### src/rtl/fpu_pkg.sv
// Shared types for the FPU issuer: operation codes, the NaN abort pattern,
// the buffered command word and the issuer state encoding.
package fpu_pkg;

  typedef enum logic [3:0] {
    OP_ADD = 4'b0000,
    OP_SUB = 4'b0001,
    OP_MUL = 4'b0010,
    OP_DIV = 4'b0011
  } Operation_t;

  // Returned in place of a result when the fpu never answers.
  localparam logic [31:0] FPU_NAN = 32'hFFFF_FFFF;

  // Op is kept as raw bits so unknown codes pass through untouched.
  typedef struct packed {
    logic [3:0]  op;
    logic [31:0] a;
    logic [31:0] b;
  } cmd_t;

  typedef enum logic [2:0] {
    ST_IDLE,
    ST_ISSUE,
    ST_WAIT,
    ST_ACK,
    ST_DONE
  } issuer_state_t;

endpackage

### src/rtl/fpu_cmd_fifo.sv
// Command FIFO for the FPU issuer: DEPTH entries of {op, a, b}, registered
// occupancy count, show-ahead read port.
module fpu_cmd_fifo
  import fpu_pkg::*;
#(
  parameter int DEPTH = 4
) (
  input  logic                   clock,
  input  logic                   reset,
  input  logic                   wr_en,
  input  cmd_t                   wr_data,
  input  logic                   rd_en,
  output cmd_t                   rd_data,
  output logic                   full,
  output logic                   empty,
  output logic [$clog2(DEPTH):0] count
);

  localparam int AW = $clog2(DEPTH);

  cmd_t          mem [DEPTH];
  logic [AW-1:0] wr_ptr;
  logic [AW-1:0] rd_ptr;
  logic          push;
  logic          pop;

  assign full    = (count == (AW + 1)'(DEPTH));
  assign empty   = (count == '0);
  assign push    = wr_en && !full;
  assign pop     = rd_en && !empty;
  assign rd_data = mem[rd_ptr];

  // Storage array; contents need no reset because count gates every read.
  always_ff @(posedge clock) begin
    if (push) mem[wr_ptr] <= wr_data;
  end

  // Pointers wrap naturally since DEPTH is a power of two.
  always_ff @(posedge clock or posedge reset) begin
    if (reset) begin
      wr_ptr <= '0;
      rd_ptr <= '0;
      count  <= '0;
    end else begin
      if (push) wr_ptr <= wr_ptr + 1'b1;
      if (pop)  rd_ptr <= rd_ptr + 1'b1;
      case ({push, pop})
        2'b10:   count <= count + 1'b1;
        2'b01:   count <= count - 1'b1;
        default: count <= count;
      endcase
    end
  end

endmodule

### src/rtl/fpu_issuer.sv
// FPU issuer: queues commands, drives one at a time into the fpu over the
// input_rdy/input_ack handshake, collects the result over output_rdy/output_ack
// and holds it on a valid/ready response port.
//
//   state | meaning
//   IDLE  | nothing in flight; discards stale fpu results, else pops next command
//   ISSUE | operands held on input_rdy until the fpu acknowledges them
//   WAIT  | operands accepted, waiting for output_rdy
//   ACK   | result captured, waiting for the fpu to drop output_rdy
//   DONE  | response held on rsp_valid until rsp_ready
module fpu_issuer
  import fpu_pkg::*;
#(
  parameter int DEPTH   = 4,
  parameter int TIMEOUT = 64
) (
  input  logic        clock,
  input  logic        reset,
  input  logic        cmd_valid,
  output logic        cmd_ready,
  input  logic [3:0]  cmd_op,
  input  logic [31:0] cmd_a,
  input  logic [31:0] cmd_b,
  output logic        rsp_valid,
  input  logic        rsp_ready,
  output logic [31:0] rsp_result,
  output logic [3:0]  rsp_op,
  output logic        rsp_err,
  output logic [3:0]  operation,
  output logic [31:0] data_a,
  output logic [31:0] data_b,
  output logic        input_rdy,
  input  logic        input_ack,
  input  logic        output_rdy,
  output logic        output_ack,
  input  logic [31:0] result,
  output logic        busy
);

  localparam int TW = $clog2(TIMEOUT + 1);
  localparam logic [TW-1:0] TIMER_LOAD = TW'(TIMEOUT);

  issuer_state_t          state;
  logic [TW-1:0]          timer;
  cmd_t                   cmd_in;
  cmd_t                   head;
  logic                   fifo_full;
  logic                   fifo_empty;
  logic [$clog2(DEPTH):0] fifo_count;
  logic                   pop;

  assign cmd_in    = '{op: cmd_op, a: cmd_a, b: cmd_b};
  assign cmd_ready = !fifo_full;
  // A stale result pending in IDLE blocks issue until it has been drained.
  assign pop       = (state == ST_IDLE) && !output_rdy && !fifo_empty;
  assign busy      = (state != ST_IDLE) || (fifo_count != '0);

  fpu_cmd_fifo #(.DEPTH(DEPTH)) u_fifo (
    .clock   (clock),
    .reset   (reset),
    .wr_en   (cmd_valid),
    .wr_data (cmd_in),
    .rd_en   (pop),
    .rd_data (head),
    .full    (fifo_full),
    .empty   (fifo_empty),
    .count   (fifo_count)
  );

  // Issue/collect sequencer with a down-counting abort timer; all outputs registered.
  // The timer is loaded on issue and aborts when it reaches zero, i.e. TIMEOUT
  // cycles after the first ISSUE cycle; output_rdy in that same cycle still wins.
  always_ff @(posedge clock or posedge reset) begin
    if (reset) begin
      state      <= ST_IDLE;
      timer      <= '0;
      operation  <= '0;
      data_a     <= '0;
      data_b     <= '0;
      input_rdy  <= 1'b0;
      output_ack <= 1'b0;
      rsp_valid  <= 1'b0;
      rsp_result <= '0;
      rsp_op     <= '0;
      rsp_err    <= 1'b0;
    end else begin
      output_ack <= 1'b0;
      case (state)
        ST_IDLE: begin
          if (output_rdy) begin
            // Ack only once; the fpu drops output_rdy on the edge that sees the ack.
            if (!output_ack) output_ack <= 1'b1;
          end else if (pop) begin
            operation <= head.op;
            data_a    <= head.a;
            data_b    <= head.b;
            input_rdy <= 1'b1;
            timer     <= TIMER_LOAD;
            state     <= ST_ISSUE;
          end
        end
        ST_ISSUE, ST_WAIT: begin
          if (output_rdy && (state == ST_WAIT || input_ack)) begin
            rsp_result <= result;
            rsp_op     <= operation;
            rsp_err    <= 1'b0;
            input_rdy  <= 1'b0;
            output_ack <= 1'b1;
            state      <= ST_ACK;
          end else if (timer == '0) begin
            rsp_result <= FPU_NAN;
            rsp_op     <= operation;
            rsp_err    <= 1'b1;
            input_rdy  <= 1'b0;
            rsp_valid  <= 1'b1;
            state      <= ST_DONE;
          end else begin
            timer <= timer - 1'b1;
            if (state == ST_ISSUE && input_ack) begin
              input_rdy <= 1'b0;
              state     <= ST_WAIT;
            end
          end
        end
        ST_ACK: begin
          if (!output_rdy) begin
            rsp_valid <= 1'b1;
            state     <= ST_DONE;
          end
        end
        ST_DONE: begin
          if (rsp_ready) begin
            rsp_valid <= 1'b0;
            state     <= ST_IDLE;
          end
        end
        default: state <= ST_IDLE;
      endcase
    end
  end

endmodule

### config.mk
export PLATFORM = sky130hd
export DESIGN_NAME = fpu_issuer
export DESIGN_NICKNAME = d
export VERILOG_FILES = /design/src/rtl/fpu_pkg.sv /design/src/rtl/fpu_cmd_fifo.sv /design/src/rtl/fpu_issuer.sv
export SDC_FILE = /design/constraint.sdc
export NUM_CORES = 1
export LEC_CHECK = 0
export BUFFER_PORTS_ARGS = -buffer_cell sky130_fd_sc_hd__buf_2
export CAP_MARGIN = 20
export CORE_UTILIZATION = 60
export CTS_CLUSTER_DIAMETER = 100
export DETAILED_ROUTE_END_ITERATION = 10
export GPL_TIMING_DRIVEN = 0
export PLACE_DENSITY = 0.82
export SYNTH_ARGS = -nofsm -noshare
export SYNTH_HDL_FRONTEND = slang
export SYNTH_SLANG_ARGS = --single-unit
### constraint.sdc
create_clock -name clock -period 6.8 [get_ports clock]
set_clock_uncertainty 0.1 [all_clocks]
set_input_delay 1.36 -clock clock [delete_from_list [all_inputs] [get_ports clock]]
set_output_delay 1.36 -clock clock [all_outputs]
set_load 0.005 [all_outputs]
-- After elaboration in Yosys (flattened, before gate mapping)
Memory sizes are Yosys's and may differ from the RTL's. A register that Yosys moved wholly into a read port is not among the register bits.
Index checks and enable logic that the tools add are counted.
- register bits after elaboration: 57
- RAM bits: 272
- output and inout port bits: 110
- memories kept: 1
- add/sub/neg operators: 5
- eq/ne operators: 15
- mux-type cells: 36
- bitwise logic cells: 1
- reduce and logical (&&, ||, !) cells: 27
- memories (name ; words ; width ; read ports ; clocked after memory_dff ; wr ports ; RTL line ; source):
    u_fifo.mem ; 4 ; 68 ; 1 ; 1 ; 1 ; fpu_cmd_fifo.sv:21 ; cmd_t mem [DEPTH];
- operators by type and width (cell ; count):
    2-to-1 mux 32 bit ; 2
    2-to-1 mux 7 bit ; 4
    2-to-1 mux 3 bit ; 7
    2-to-1 mux 1 bit ; 15
    AND reduction 5 bit ; 3
    one-hot mux 7 bit (2 select lines) ; 1
    inequality test 2 bit, second input constant ; 6
    one-hot mux 3 bit (4 select lines) ; 1
    nonzero test 3 bit ; 3
    2-to-1 mux 4 bit ; 2
    zero test 7 bit ; 1
    subtractor 7 x 1 -> 7 bit, second input constant ; 1
    == test 3 x 2 -> 1 bit, second input constant ; 2
    == test 3 bit, second input constant ; 2
    logical AND 1 bit ; 6
    zero test 3 bit ; 2
    one-hot mux 3 bit (2 select lines) ; 1
    nonzero test 2 bit ; 3
    adder 2 x 1 -> 2 bit, second input constant ; 2
    inequality test 4 bit, second input constant ; 1
    one-hot mux 1 bit (2 select lines) ; 2
    AND reduction 4 bit ; 1
    adder 3 x 1 -> 3 bit, second input constant ; 1
    == test 3 x 1 -> 1 bit, second input constant ; 1
    other kinds (11) ; 14

-- Longest topological paths before layout
Gate-level depths: netlist (run 1).
- depth in word-level cells: 6
- depth in mapped cells: 11
- mapped depth without buffers: 10

-- Cells and area by module
A second synthesis (run 1) with hierarchy kept.
- cell total of the unflattened synthesis: 725
- area, all modules: 15145.8 um^2
- modules (own cells, without submodules) (module ; times used ; cells each ; area each (um^2) ; sequential area each (um^2)):
    fpu_cmd_fifo ; 1 ; 394 ; 10321.1 ; 8343.0
    fpu_issuer ; 1 ; 331 ; 4824.6 ; 2952.8

-- Worst setup path after synthesis (run 1)
OpenSTA, ideal clock, no wires.
- path kind: input to register
- start point: input cmd_valid
- end point: memory u_fifo.mem[1][0] (netlist bit), enable pin
- setup time: 0.434 ns
- arrival: 3.005 ns
- path slack: 3.262 ns
- cell stages on the path: 1
- cell sequence: and3_1
- cells in the longest elaborated chain, start to end: 3
- RTL lines (element ; RTL line ; source):
    from (decl) ; fpu_issuer.sv:19 ; input logic cmd_valid,
    logical AND 1 bit ; fpu_cmd_fifo.sv:29 ; assign push = wr_en && !full;
    2-to-1 mux 1 bit ; fpu_cmd_fifo.sv:35 ; if (push) mem[wr_ptr] <= wr_data;
    2-to-1 mux 1 bit (not written as such) ; fpu_cmd_fifo.sv:35 ;
    to (decl) ; fpu_cmd_fifo.sv:21 ;
Every way passes these cells.

-- Worst setup path after layout (run 1)
- start point: register u_fifo.count[2]
- end point: output busy
- cells in the longest elaborated chain, start to end: 2
- RTL lines (element ; RTL line ; source):
    from (decl) ; fpu_cmd_fifo.sv:16 ; output logic [$clog2(DEPTH):0] count
    from (signal assigned) ; fpu_cmd_fifo.sv:48 ; 2'b10: count <= count + 1'b1;
    from (signal assigned) ; fpu_cmd_fifo.sv:49 ; 2'b01: count <= count - 1'b1;
    from (signal assigned) ; fpu_cmd_fifo.sv:50 ; default: count <= count;
    nonzero test 3 bit ; fpu_issuer.sv:56 ; assign busy = (state != ST_IDLE) || (fifo_count != '0);
    logical OR 1 bit ; fpu_issuer.sv:56 ;
    to (decl) ; fpu_issuer.sv:37 ; output logic busy
Every way passes these cells.

==> impl_metrics.py, run 1 <==
metrics = {
    "outcome": {
        "run_status": "complete, no violations",
    },
    "cts": {
        "cts_num_sinks": 397,
        "postCtsResizedCells": 0,
        "clock_pin_slew_worst_setup_and_hold_paths_ns": 0.06,
        "clock_tree_from_tritoncts": "built",
        "clock-root-buffer": "sky130_fd_sc_hd__clkbuf_16",
        "post_cts_buffers": 0,
        "clkLatencyLatePin_ns": 0.52,
        "clock_path_buffers": 3,
        "ctsHoldBuffers": 0,
        "cts_made_buffers": 39,
        "cts.htree.levels": 2,
    },
    "routing": {
        "wl_per_cell_um": 21.8,
        "remaining_drc_errors": 0,
        "routed-via-count": 7624,
        "dr.first_iter.drc_count": 474,
        "drt_pre_antenna_iters": 4,
        "avgViaCountPerCell": 5.74,
        "ant_nets": 0,
        "drt-total-wl_um": 28900,
    },
    "synth": {
        "synth.yosys.seq_area_share": 0.763,
        "largest_cells_by_area_after_synthesis": "sky130_fd_sc_hd__edfxtp_1, sky130_fd_sc_hd__dfrtp_1, sky130_fd_sc_hd__mux4_2",
        "synth_fp_nets": 825,
        "yosys_register_bits": 397,
        "number_of_synthesized_flops_with_an_enable_pin": 272,
        "synth.yosys.warnings": 0,
        "syn_avg_cell_area_um2": 20.8,
        "synth_largest_area_cell": "sky130_fd_sc_hd__edfxtp_1",
        "async_flop_share": 0.315,
        "syn_area_um2": 14800,
        "synthDistinctLibCells": 47,
        "synth_largest_type_area_fraction": 0.551,
        "post_synth_inst_count": 711,
        "ys.flop_type": "sky130_fd_sc_hd__edfxtp_1",
    },
    "worst_setup_path": {
        "worstSetupStartpointType": "flip-flop",
        "cp_slowest_cell": "sky130_fd_sc_hd__dfrtp_1",
        "worstPathArrival_ns": 1.48,
        "timing.critical_path.cells": "nor3_1, nand3_1, buf_2",
        "worst_path_largest_cell_delay_ns": 0.41,
        "critPathCaptureType": "output pin",
        "cp.required_ns": 5.34,
        "worst-setup-path-type": "reg -> out",
        "worstPathMaxFanout": 3,
    },
    "sta": {
        "timing.setup.tns_ns": 0,
        "layout_min_cycle_time_ns": 2.94,
        "slew_headroom": 0.539,
        "setup_violations": 0,
        "finalWorstSetupSlack_ns": 3.86,
        "final_min_period_over_clock_period": 0.432,
        "tightestPinTransition_ns": 0.691,
        "fin_worst_hold_slack_ns": 0.377,
        "grt_setup_unrepaired": "false",
        "report.final.hold_viol_count": 0,
        "timing.fmax_mhz": 340,
        "timing_max_transition_violations_final": 0,
    },
    "finish": {
        "finish.cell_count_without_fillers": 1328,
        "post_route_cells_drive_above_1_share": 0.451,
        "mostFrequentLayoutCell": "sky130_fd_sc_hd__edfxtp_1",
        "final_net_count": 1086,
        "flow.area_growth_from_synthesis_pct": 19.9,
        "fin_util": 0.732,
        "final_cell_mix": "sky130_fd_sc_hd__edfxtp_1, sky130_fd_sc_hd__buf_2, sky130_fd_sc_hd__dfrtp_1, sky130_fd_sc_hd__mux2_2, sky130_fd_sc_hd__mux4_2",
    },
    "die": {
        "io_pins": 216,
        "effective_utilization_at_floorplan": 0.611,
        "die_y_um": 159,
        "fp.dieArea_um2": 25300,
        "floorplan.die.width_um": 159,
        "core_region_area_um2": 24200,
        "number_of_placement_rows": 57,
    },
    "place": {
        "replace_congestion": 0.825,
        "dpl_worst_slack_ns": 3.47,
        "detailed_place_hpwl_um": 18200,
        "place_inst": 1255,
        "placement.io_buffers": 215,
    },
    "grt": {
        "first_global_vias": 8090,
        "grt_max_degree": 66,
        "global_route_usage_over_all_layers": 0.237,
        "wire_length_of_the_first_global_routing_pass_um": 44900,
        "global_route.overflow_total": 0,
        "antenna_violations_before_repair": 1,
    },
    "pwr": {
        "worst_ir_drop_vdd_v": 0.000319,
        "static_power_due_to_leakage_nw": 6.71,
        "power_density_nw_per_um2": 457,
    },
    "flow_run": {
        "max_cap_violations": 0,
    },
    "min_path": {
        "worstHoldPathType": "reg -> reg",
    },
}
registers in the layout, indices dropped and copies added (netlist names):
register / cells
output_ack: 1
rsp_err: 1
rsp_result: 32
operation: 4
rsp_op: 4
u_fifo.count: 3
data_a: 32
timer: 7
rsp_valid: 1
u_fifo.wr_ptr: 2
state: 3
input_rdy: 1
u_fifo.rd_ptr: 2
data_b: 32
u_fifo.mem: 272
power by group:
| group | switching (mW) | internal [mW] | total [mW] |
|---|---|---|---|
| Combinational | 1.17 | 1.21 | 2.37 |
| Sequential | 0.282 | 3.32 | 3.60 |
| Clock | 0.859 | 1.28 | 2.14 |
final timing paths:
check,slack (ns),startpoint,depth (start not counted),to
max in group asynchronous,5.06,reset,3,data_a[24]$_DFFE_PP0P_
max,3.86,u_fifo.count[2]$_DFFE_PP0P_,3,busy
min in group asynchronous,0.83,reset,2,rsp_result[25]$_DFFE_PP0P_
min reg2reg,0.38,rsp_valid$_DFFE_PP0P_,2,rsp_valid$_DFFE_PP0P_
min,0.38,rsp_valid$_DFFE_PP0P_,2,rsp_valid$_DFFE_PP0P_
max reg2reg,4.22,state[1]$_DFFE_PP0P_,11,u_fifo.count[2]$_DFFE_PP0P_
metal layers:
metal | track usage | wire (µm) | share of wire | vias to the layer above
met2 | 0.416 | 15000 | 0.52 | 271
met1 | 0.290 | 11300 | 0.39 | 3913
met5 | 0 | 0 | 0 | -
met4 | 0.0752 | 738 | 0.026 | 0
li1 | - | - | - | 3384
met3 | 0.0589 | 1890 | 0.065 | 56
worst max-delay path, delay by kind of cell, from the launching register on:
kind	cells	cell delay (ns)
AND/OR/NAND/NOR	2	0.42
flip-flops	1	0.41
buffers and inverters	1	0.14
synthesized netlist by cell type (3+ instances only):
library cell and n:
sky130_fd_sc_hd__edfxtp_1 272, sky130_fd_sc_hd__dfrtp_1 125, sky130_fd_sc_hd__mux2_2 72, sky130_fd_sc_hd__mux4_2 68
sky130_fd_sc_hd__o22a_1 32, sky130_fd_sc_hd__buf_2 17, sky130_fd_sc_hd__inv_1 14, sky130_fd_sc_hd__buf_4 10
sky130_fd_sc_hd__clkbuf_1 8, sky130_fd_sc_hd__nand2_1 8, sky130_fd_sc_hd__and3_1 7, sky130_fd_sc_hd__ha_1 7
sky130_fd_sc_hd__o21ai_0 7, sky130_fd_sc_hd__a22o_1 5, sky130_fd_sc_hd__nand3_1 5, sky130_fd_sc_hd__nor3_1 4
sky130_fd_sc_hd__xnor2_1 4, sky130_fd_sc_hd__a31oi_1 3, sky130_fd_sc_hd__nand2b_1 3, sky130_fd_sc_hd__nor2_1 3
sky130_fd_sc_hd__nor4_1 3, sky130_fd_sc_hd__or3_1 3, sky130_fd_sc_hd__xor2_1 3
layout make-up:
type	instances	area (µm²)
Antenna cell	1	2.50
Buffer	35	190
Clock buffer	57	1140
Clock inverter	15	160
Fill cell	1420	6490
Inverter	14	57.6
Multi-Input combinational cell	265	3290
Sequential cell	397	11300
Tap cell	324	405
Timing Repair Buffer	220	1210
logic make-up after synthesis:
logic type                 after synthesis  synth area share
DFF                                    397             0.763
muxes                                  141             0.159
AOI/OAI and AO/OA                       62            0.0329
buffers and inverters                   49            0.0164
and+or+nand+nor                         47            0.0178
adders and majority gates                8           0.00727
xor gates and xnor gates                 7           0.00414
stage by stage:
step / cell area [µm²] / total power [mW]
global route: 17800 / 8.52
CTS: 17800 / 8.20
floorplan: 14800 / 5.15
detailed placement: 16500 / 6.03
global placement: 16300 / 5.92
finish: 17800 / 8.12
Power figures use the tool's default switching activity.
==> inputs of run 2 (changes only) <==
--- a/config.mk
+++ b/config.mk
@@ -7,11 +7,11 @@
 export LEC_CHECK = 0
 export BUFFER_PORTS_ARGS = -buffer_cell sky130_fd_sc_hd__buf_2
 export CAP_MARGIN = 20
-export CORE_UTILIZATION = 60
+export CORE_UTILIZATION = 51
 export CTS_CLUSTER_DIAMETER = 100
 export DETAILED_ROUTE_END_ITERATION = 10
 export GPL_TIMING_DRIVEN = 0
-export PLACE_DENSITY = 0.82
+export PLACE_DENSITY = 0.74
 export SYNTH_ARGS = -nofsm -noshare
 export SYNTH_HDL_FRONTEND = slang
 export SYNTH_SLANG_ARGS = --single-unit
==> constraint.sdc (replaced) <==
create_clock -name clock -period 2.53 [get_ports clock]
set_clock_uncertainty 0.1 [all_clocks]
set_input_delay 0.506 -clock clock [delete_from_list [all_inputs] [get_ports clock]]
set_output_delay 0.506 -clock clock [all_outputs]
set_load 0.005 [all_outputs]
==> run 2 against run 1 <==
Utilization shrank 10 points. Critical endpoint is now u_fifo.count[2]$_DFFE_PP0P_. Clock power grew to 2.8 times the previous value. Hold slack lost 0.28 ns. Non-clock buffer count grew 5. First-iteration DRC count shrank 15%.
==> impl_metrics.py, run 2 (synthesis results as in run 1) <==
metrics = {
    "finish": {
        "mostFrequentLayoutCell": "sky130_fd_sc_hd__edfxtp_1",
        "n_fill_cell": 2015,
        "finish.instance_area_um2": 18000,
        "number_of_flip_flops_under_the_largest_register_name": 272,
        "final_cell_mix": "sky130_fd_sc_hd__edfxtp_1, sky130_fd_sc_hd__buf_2, sky130_fd_sc_hd__dfrtp_1, sky130_fd_sc_hd__mux2_2, sky130_fd_sc_hd__mux4_2",
        "post_route_cells_drive_above_1_share": 0.459,
        "flow.area_growth_from_synthesis_pct": 21.5,
        "finish.cell_count_without_fillers": 1398,
        "final_net_count": 1092,
        "largest_register": "u_fifo.mem",
    },
    "cts": {
        "cts_made_buffers": 40,
        "cts.htree.levels": 2,
        "clock_path_buffers": 3,
        "cts_num_sinks": 397,
        "clkLatencyLatePin_ns": 0.52,
        "clock_pin_slew_worst_setup_and_hold_paths_ns": 0.06,
        "clock-root-buffer": "sky130_fd_sc_hd__clkbuf_16",
        "clock_tree_from_tritoncts": "built",
    },
    "die": {
        "number_of_placement_rows": 62,
        "die_y_um": 172,
        "core_region_area_um2": 28600,
        "fp.dieArea_um2": 29700,
        "floorplan.die.width_um": 172,
        "io_pins": 216,
        "effective_utilization_at_floorplan": 0.517,
    },
    "sta": {
        "tightestPinTransition_ns": 0.709,
        "layout_min_cycle_time_ns": 2.36,
        "report.final.hold_viol_count": 0,
        "timing_max_transition_violations_final": 0,
        "setup_violations": 0,
        "final_min_period_over_clock_period": 0.932,
        "fin_worst_hold_slack_ns": 0.0930,
        "timing.fmax_mhz": 424,
        "slew_headroom": 0.527,
    },
    "pwr": {
        "power.share.switching": 0.281,
        "static_power_due_to_leakage_nw": 6.78,
        "power.clock.fraction": 0.273,
        "combPwrFrac": 0.290,
        "p_int_mw": 15.8,
        "net-switching-power_mw": 6.18,
        "power_density_nw_per_um2": 1220,
        "seqPwrFrac": 0.437,
        "worst_ir_drop_vdd_v": 0.000894,
        "design_power_total_mw": 22.0,
    },
    "worst_setup_path": {
        "worstSetupStartpointType": "flip-flop",
        "worst-setup-path-type": "reg -> reg",
        "cpMostUsedCell": "sky130_fd_sc_hd__xor2_1",
        "critPathCaptureType": "flip-flop",
        "timing.critical_path.cells": "buf_4, nor2_2, nand2_1, nor3_2, buf_6, ha_1, inv_1, fa_1, xor2_1, nor2_1, xor2_1",
        "cp.required_ns": 2.86,
        "worstPathArrival_ns": 2.69,
        "cp_slowest_cell": "sky130_fd_sc_hd__fa_1",
        "worstPathMaxFanout": 8,
        "worst_path_largest_cell_delay_ns": 0.37,
    },
    "routing": {
        "wl_per_cell_um": 20.2,
        "remaining_drc_errors": 0,
        "ant_nets": 0,
        "dr.first_iter.drc_count": 401,
        "drt-total-wl_um": 28300,
        "avgViaCountPerCell": 5.37,
        "drt_pre_antenna_iters": 6,
        "routed-via-count": 7501,
    },
    "grt": {
        "wire_length_of_the_first_global_routing_pass_um": 43000,
        "first_global_vias": 7872,
        "grt_max_degree": 50,
        "antenna_violations_before_repair": 4,
        "global_route.overflow_total": 0,
        "global_route_usage_over_all_layers": 0.194,
    },
    "place": {
        "placement.io_buffers": 215,
        "detailed_place_hpwl_um": 18100,
        "placedInstanceArea_um2": 16600,
        "replace_congestion": 0.802,
        "place_inst": 1318,
    },
    "min_path": {
        "worstHoldPathType": "in -> reg",
    },
    "outcome": {
        "run_status": "complete, no violations",
    },
    "flow_run": {
        "max_cap_violations": 0,
    },
}
==> run 2: changes by cell type in the layout (fill, tap and decap cells not counted), sizes merged <==
cell	delta
clkinvlp	+3
bufinv	+1
buf	+5
clkinv	-3
diode	+3
dlygate4sd3	+1
==> run 2: what timing repair did <==
item                       4_1_cts  5_1_grt
gates resized for setup          2        1
setup endpoints to repair       11        1
hold buffers                     1        0
setup buffers                    0        2
hold endpoints to repair        15        0
==> run 2: worst paths after layout <==
path	startpoint	to	slack (ns)	cells after the start
min in group asynchronous	reset	data_a[13]$_DFFE_PP0P_	0.45	3
max in group asynchronous	reset	data_a[17]$_DFFE_PP0P_	1.14	5
max reg2reg	state[1]$_DFFE_PP0P_	u_fifo.count[2]$_DFFE_PP0P_	0.17	11
max	state[1]$_DFFE_PP0P_	u_fifo.count[2]$_DFFE_PP0P_	0.17	11
min	cmd_b[26]	u_fifo.mem[2][26]$_DFFE_PP_	0.09	1
min reg2reg	output_ack$_DFF_PP0_	output_ack$_DFF_PP0_	0.36	1
==> run 2: power by group through the flow <==
stage,registers [mW],logic [mW],clock network [mW]
detailed placement,9.75,6.50,0
finish,9.63,6.39,6.00
CTS,9.65,6.54,6.13
global route,9.83,7.05,6.35
global placement,9.74,6.20,0
floorplan,9.72,4.08,0
==> run 2: critical path: cells and delay by family (launching register included) <==
family,cells,cell delay [ns]
xor+xnor,2,0.32
buf+inv,3,0.36
simple gates,4,0.59
fa+ha+maj,2,0.54
flops,1,0.36
==> run 2: final cells by class <==
class,instances,area [µm²],area share
Timing Repair Buffer,226,1300,0.0722
Antenna cell,4,10.0,0.000556
Clock buffer,58,1170,0.0652
Tap cell,384,480,0.0267
Sequential cell,397,11300,0.628
Clock inverter,16,191,0.0106
Multi-Input combinational cell,265,3300,0.183
Inverter,14,56.3,0.00313
Buffer,34,193,0.0107
==> run 2: per-stage QoR <==
stage | util | setup TNS, ns | setup WS [ns]
CTS | 0.628 | 0 | 0.0193
detailed placement | 0.580 | -0.302 | -0.0963
global placement | 0.572 | -155.58 | -0.676
finish | 0.629 | 0 | 0.171
global route | 0.628 | -0.00400 | -0.00400
floorplan | - | 0 | 0.254
==> run 2: per-layer routing <==
layer	GRT usage	wire [µm]
met1	0.235	11200
met2	0.344	14400
met3	0.0536	2120
met4	0.0492	574
met5	0	13
==> inputs of run 3 (changes only) <==
--- a/config.mk
+++ b/config.mk
@@ -7,6 +7,7 @@
 export LEC_CHECK = 0
 export BUFFER_PORTS_ARGS = -buffer_cell sky130_fd_sc_hd__buf_2
 export CAP_MARGIN = 20
+export CORE_ASPECT_RATIO = 1.25
 export CORE_UTILIZATION = 51
 export CTS_CLUSTER_DIAMETER = 100
 export DETAILED_ROUTE_END_ITERATION = 10
==> run 3 against run 2 <==
Design area fell by 1.0%. Die area about the same. Final cell count fell by 2.5%. Worst setup slack better by 0.050 ns. Total power is 1.7% lower. Flip-flop and latch count stayed put. Wire length is 0.62% lower. Global-route usage grew 0.22 points. Sequential power is essentially flat. Via count about the same. Clock power shrank 6.5%. First-iteration DRC count down 32%. Critical path type unchanged. Critical endpoint unchanged.
==> impl_metrics.py, run 3 (synthesis results as in run 1) <==
metrics = {
    "die": {
        "effective_utilization_at_floorplan": 0.520,
        "io_pins": 216,
        "core_region_area_um2": 28500,
        "die_y_um": 193,
        "fp.dieArea_um2": 29700,
        "floorplan.die.width_um": 154,
        "number_of_placement_rows": 69,
    },
    "worst_setup_path": {
        "critPathCaptureType": "flip-flop",
        "worstSetupStartpointType": "flip-flop",
        "worstPathArrival_ns": 2.65,
        "worstPathMaxFanout": 8,
        "cp.required_ns": 2.87,
        "worst-setup-path-type": "reg -> reg",
    },
    "routing": {
        "ant_nets": 0,
        "avgViaCountPerCell": 5.50,
        "drt-total-wl_um": 28100,
        "wl_per_cell_um": 20.6,
        "drt_pre_antenna_iters": 4,
        "dr.first_iter.drc_count": 274,
        "remaining_drc_errors": 0,
        "routed-via-count": 7499,
    },
    "finish": {
        "flow.area_growth_from_synthesis_pct": 20.2,
        "finish.instance_area_um2": 17800,
        "number_of_flip_flops_under_the_largest_register_name": 272,
        "mostFrequentLayoutCell": "sky130_fd_sc_hd__edfxtp_1",
        "largest_register": "u_fifo.mem",
        "final_net_count": 1090,
        "final_cell_mix": "sky130_fd_sc_hd__edfxtp_1, sky130_fd_sc_hd__buf_2, sky130_fd_sc_hd__dfrtp_1, sky130_fd_sc_hd__mux2_2, sky130_fd_sc_hd__mux4_2",
        "post_route_cells_drive_above_1_share": 0.449,
        "n_fill_cell": 2001,
    },
    "sta": {
        "grt_setup_unrepaired": "false",
        "timing.fmax_mhz": 433,
        "slew_headroom": 0.526,
        "timing_max_transition_violations_final": 0,
        "timing.setup.tns_ns": 0,
        "tightestPinTransition_ns": 0.710,
        "setup_violations": 0,
        "report.final.hold_viol_count": 0,
        "layout_min_cycle_time_ns": 2.31,
        "final_min_period_over_clock_period": 0.913,
    },
    "cts": {
        "clock-root-buffer": "sky130_fd_sc_hd__clkbuf_16",
        "cts_made_buffers": 39,
        "clock_tree_from_tritoncts": "built",
        "clkLatencyLatePin_ns": 0.52,
        "cts_num_sinks": 397,
        "clock_path_buffers": 3,
        "cts.htree.levels": 2,
        "clock_pin_slew_worst_setup_and_hold_paths_ns": 0.06,
    },
    "flow_run": {
        "max_cap_violations": 0,
    },
    "pwr": {
        "static_power_due_to_leakage_nw": 6.71,
        "power_density_nw_per_um2": 1220,
        "worst_ir_drop_vdd_v": 0.000711,
        "design_power_total_mw": 21.6,
    },
    "grt": {
        "global_route_usage_over_all_layers": 0.197,
        "first_global_vias": 8015,
        "global_route.overflow_total": 0,
        "wire_length_of_the_first_global_routing_pass_um": 44000,
        "antenna_violations_before_repair": 3,
        "grt_max_degree": 46,
    },
    "place": {
        "replace_congestion": 0.785,
        "placement.io_buffers": 215,
        "placedInstanceArea_um2": 16500,
        "detailed_place_hpwl_um": 18200,
    },
    "min_path": {
        "worstHoldPathType": "in -> reg",
    },
    "outcome": {
        "run_status": "complete, no violations",
    },
}
==> run 3: changes by cell type in the layout (fill, tap and decap cells not counted) <==
cell,delta
sky130_fd_sc_hd__buf_16,-1
sky130_fd_sc_hd__buf_4,+1
sky130_fd_sc_hd__buf_6,-1
sky130_fd_sc_hd__bufinv_16,-1
sky130_fd_sc_hd__clkbuf_16,-1
sky130_fd_sc_hd__clkbuf_8,-4
sky130_fd_sc_hd__clkinv_1,+8
sky130_fd_sc_hd__clkinv_2,-2
sky130_fd_sc_hd__clkinvlp_4,-1
sky130_fd_sc_hd__diode_2,-2
sky130_fd_sc_hd__inv_6,-2
==> run 3: final timing paths <==
check	depth (start not counted)	slack (ns)	from	end
setup / recovery	11	0.22	state[1]$_DFFE_PP0P_	u_fifo.count[2]$_DFFE_PP0P_
hold / removal	1	0.09	cmd_a[0]	u_fifo.mem[1][32]$_DFFE_PP_
setup reg to reg	11	0.22	state[1]$_DFFE_PP0P_	u_fifo.count[2]$_DFFE_PP0P_
hold reg to reg	2	0.37	rsp_valid$_DFFE_PP0P_	rsp_valid$_DFFE_PP0P_
max in group asynchronous	5	0.95	reset	data_a[15]$_DFFE_PP0P_
min in group asynchronous	3	0.54	reset	data_a[9]$_DFFE_PP0P_
==> run 3: layout make-up <==
cell class              instances  area [µm²]  area share
diodes                          2        5.00    0.000281
flip-flops and latches        397       11300       0.634
inverters                      14        56.3     0.00316
clock inverters                18         156     0.00878
repair buffers                225        1270      0.0714
multi-input cells             265        3300       0.185
well taps                     355         444      0.0249
clock buffers                  53        1090      0.0613
plain buffers                  34         189      0.0106
==> run 3: worst max-delay path: stages (launching register included) <==
cell and delay, ns:
sky130_fd_sc_hd__dfrtp_1 0.36, sky130_fd_sc_hd__buf_4 0.16, sky130_fd_sc_hd__nor2_2 0.18, sky130_fd_sc_hd__nand2_1 0.13, sky130_fd_sc_hd__nor3_2 0.15, sky130_fd_sc_hd__buf_4 0.15, sky130_fd_sc_hd__ha_1 0.17, sky130_fd_sc_hd__inv_1 0.06
sky130_fd_sc_hd__fa_1 0.37, sky130_fd_sc_hd__xor2_1 0.15, sky130_fd_sc_hd__nor2_1 0.11, sky130_fd_sc_hd__xor2_1 0.15
==> run 3: through the flow <==
| stage | instances | hold slack (ns) | setup WS, ns | util |
|---|---|---|---|---|
| global placement | 1281 | 0.355 | -0.675 | 0.574 |
| detailed placement | 1288 | 0.360 | -0.0609 | 0.580 |
| finish | 1363 | 0.0929 | 0.221 | 0.625 |
| CTS | 1359 | 0.0706 | 0.0299 | 0.624 |
| floorplan | 711 | 0.355 | 0.254 | - |
| global route | 1361 | 0.0780 | 0.0433 | 0.625 |
==> run 3: timing repair <==
item / CTS / global route
setup buffers: 0 / 2
resized for setup: 1 / 1
hold endpoints to repair: 24 / 0
pin swaps: 0 / 0
hold buffers: 1 / 0
endpoints found under the setup margin: 11 / 1
==> run 3: where the power goes <==
part | switching [mW] | total [mW] | internal (mW) | leakage [nW]
registers | 0.715 | 9.64 | 8.93 | 3.94
clock network | 2.28 | 5.61 | 3.33 | 0.607
logic | 3.12 | 6.39 | 3.26 | 2.16
==> run 3: routing by layer <==
| metal | GRT usage | routed length [µm] | up-vias |
|---|---|---|---|
| li1 | - | - | 3392 |
| met5 | 0 | 27 | - |
| met2 | 0.345 | 14300 | 228 |
| met1 | 0.235 | 11200 | 3830 |
| met3 | 0.0588 | 2020 | 45 |
| met4 | 0.0571 | 534 | 4 |
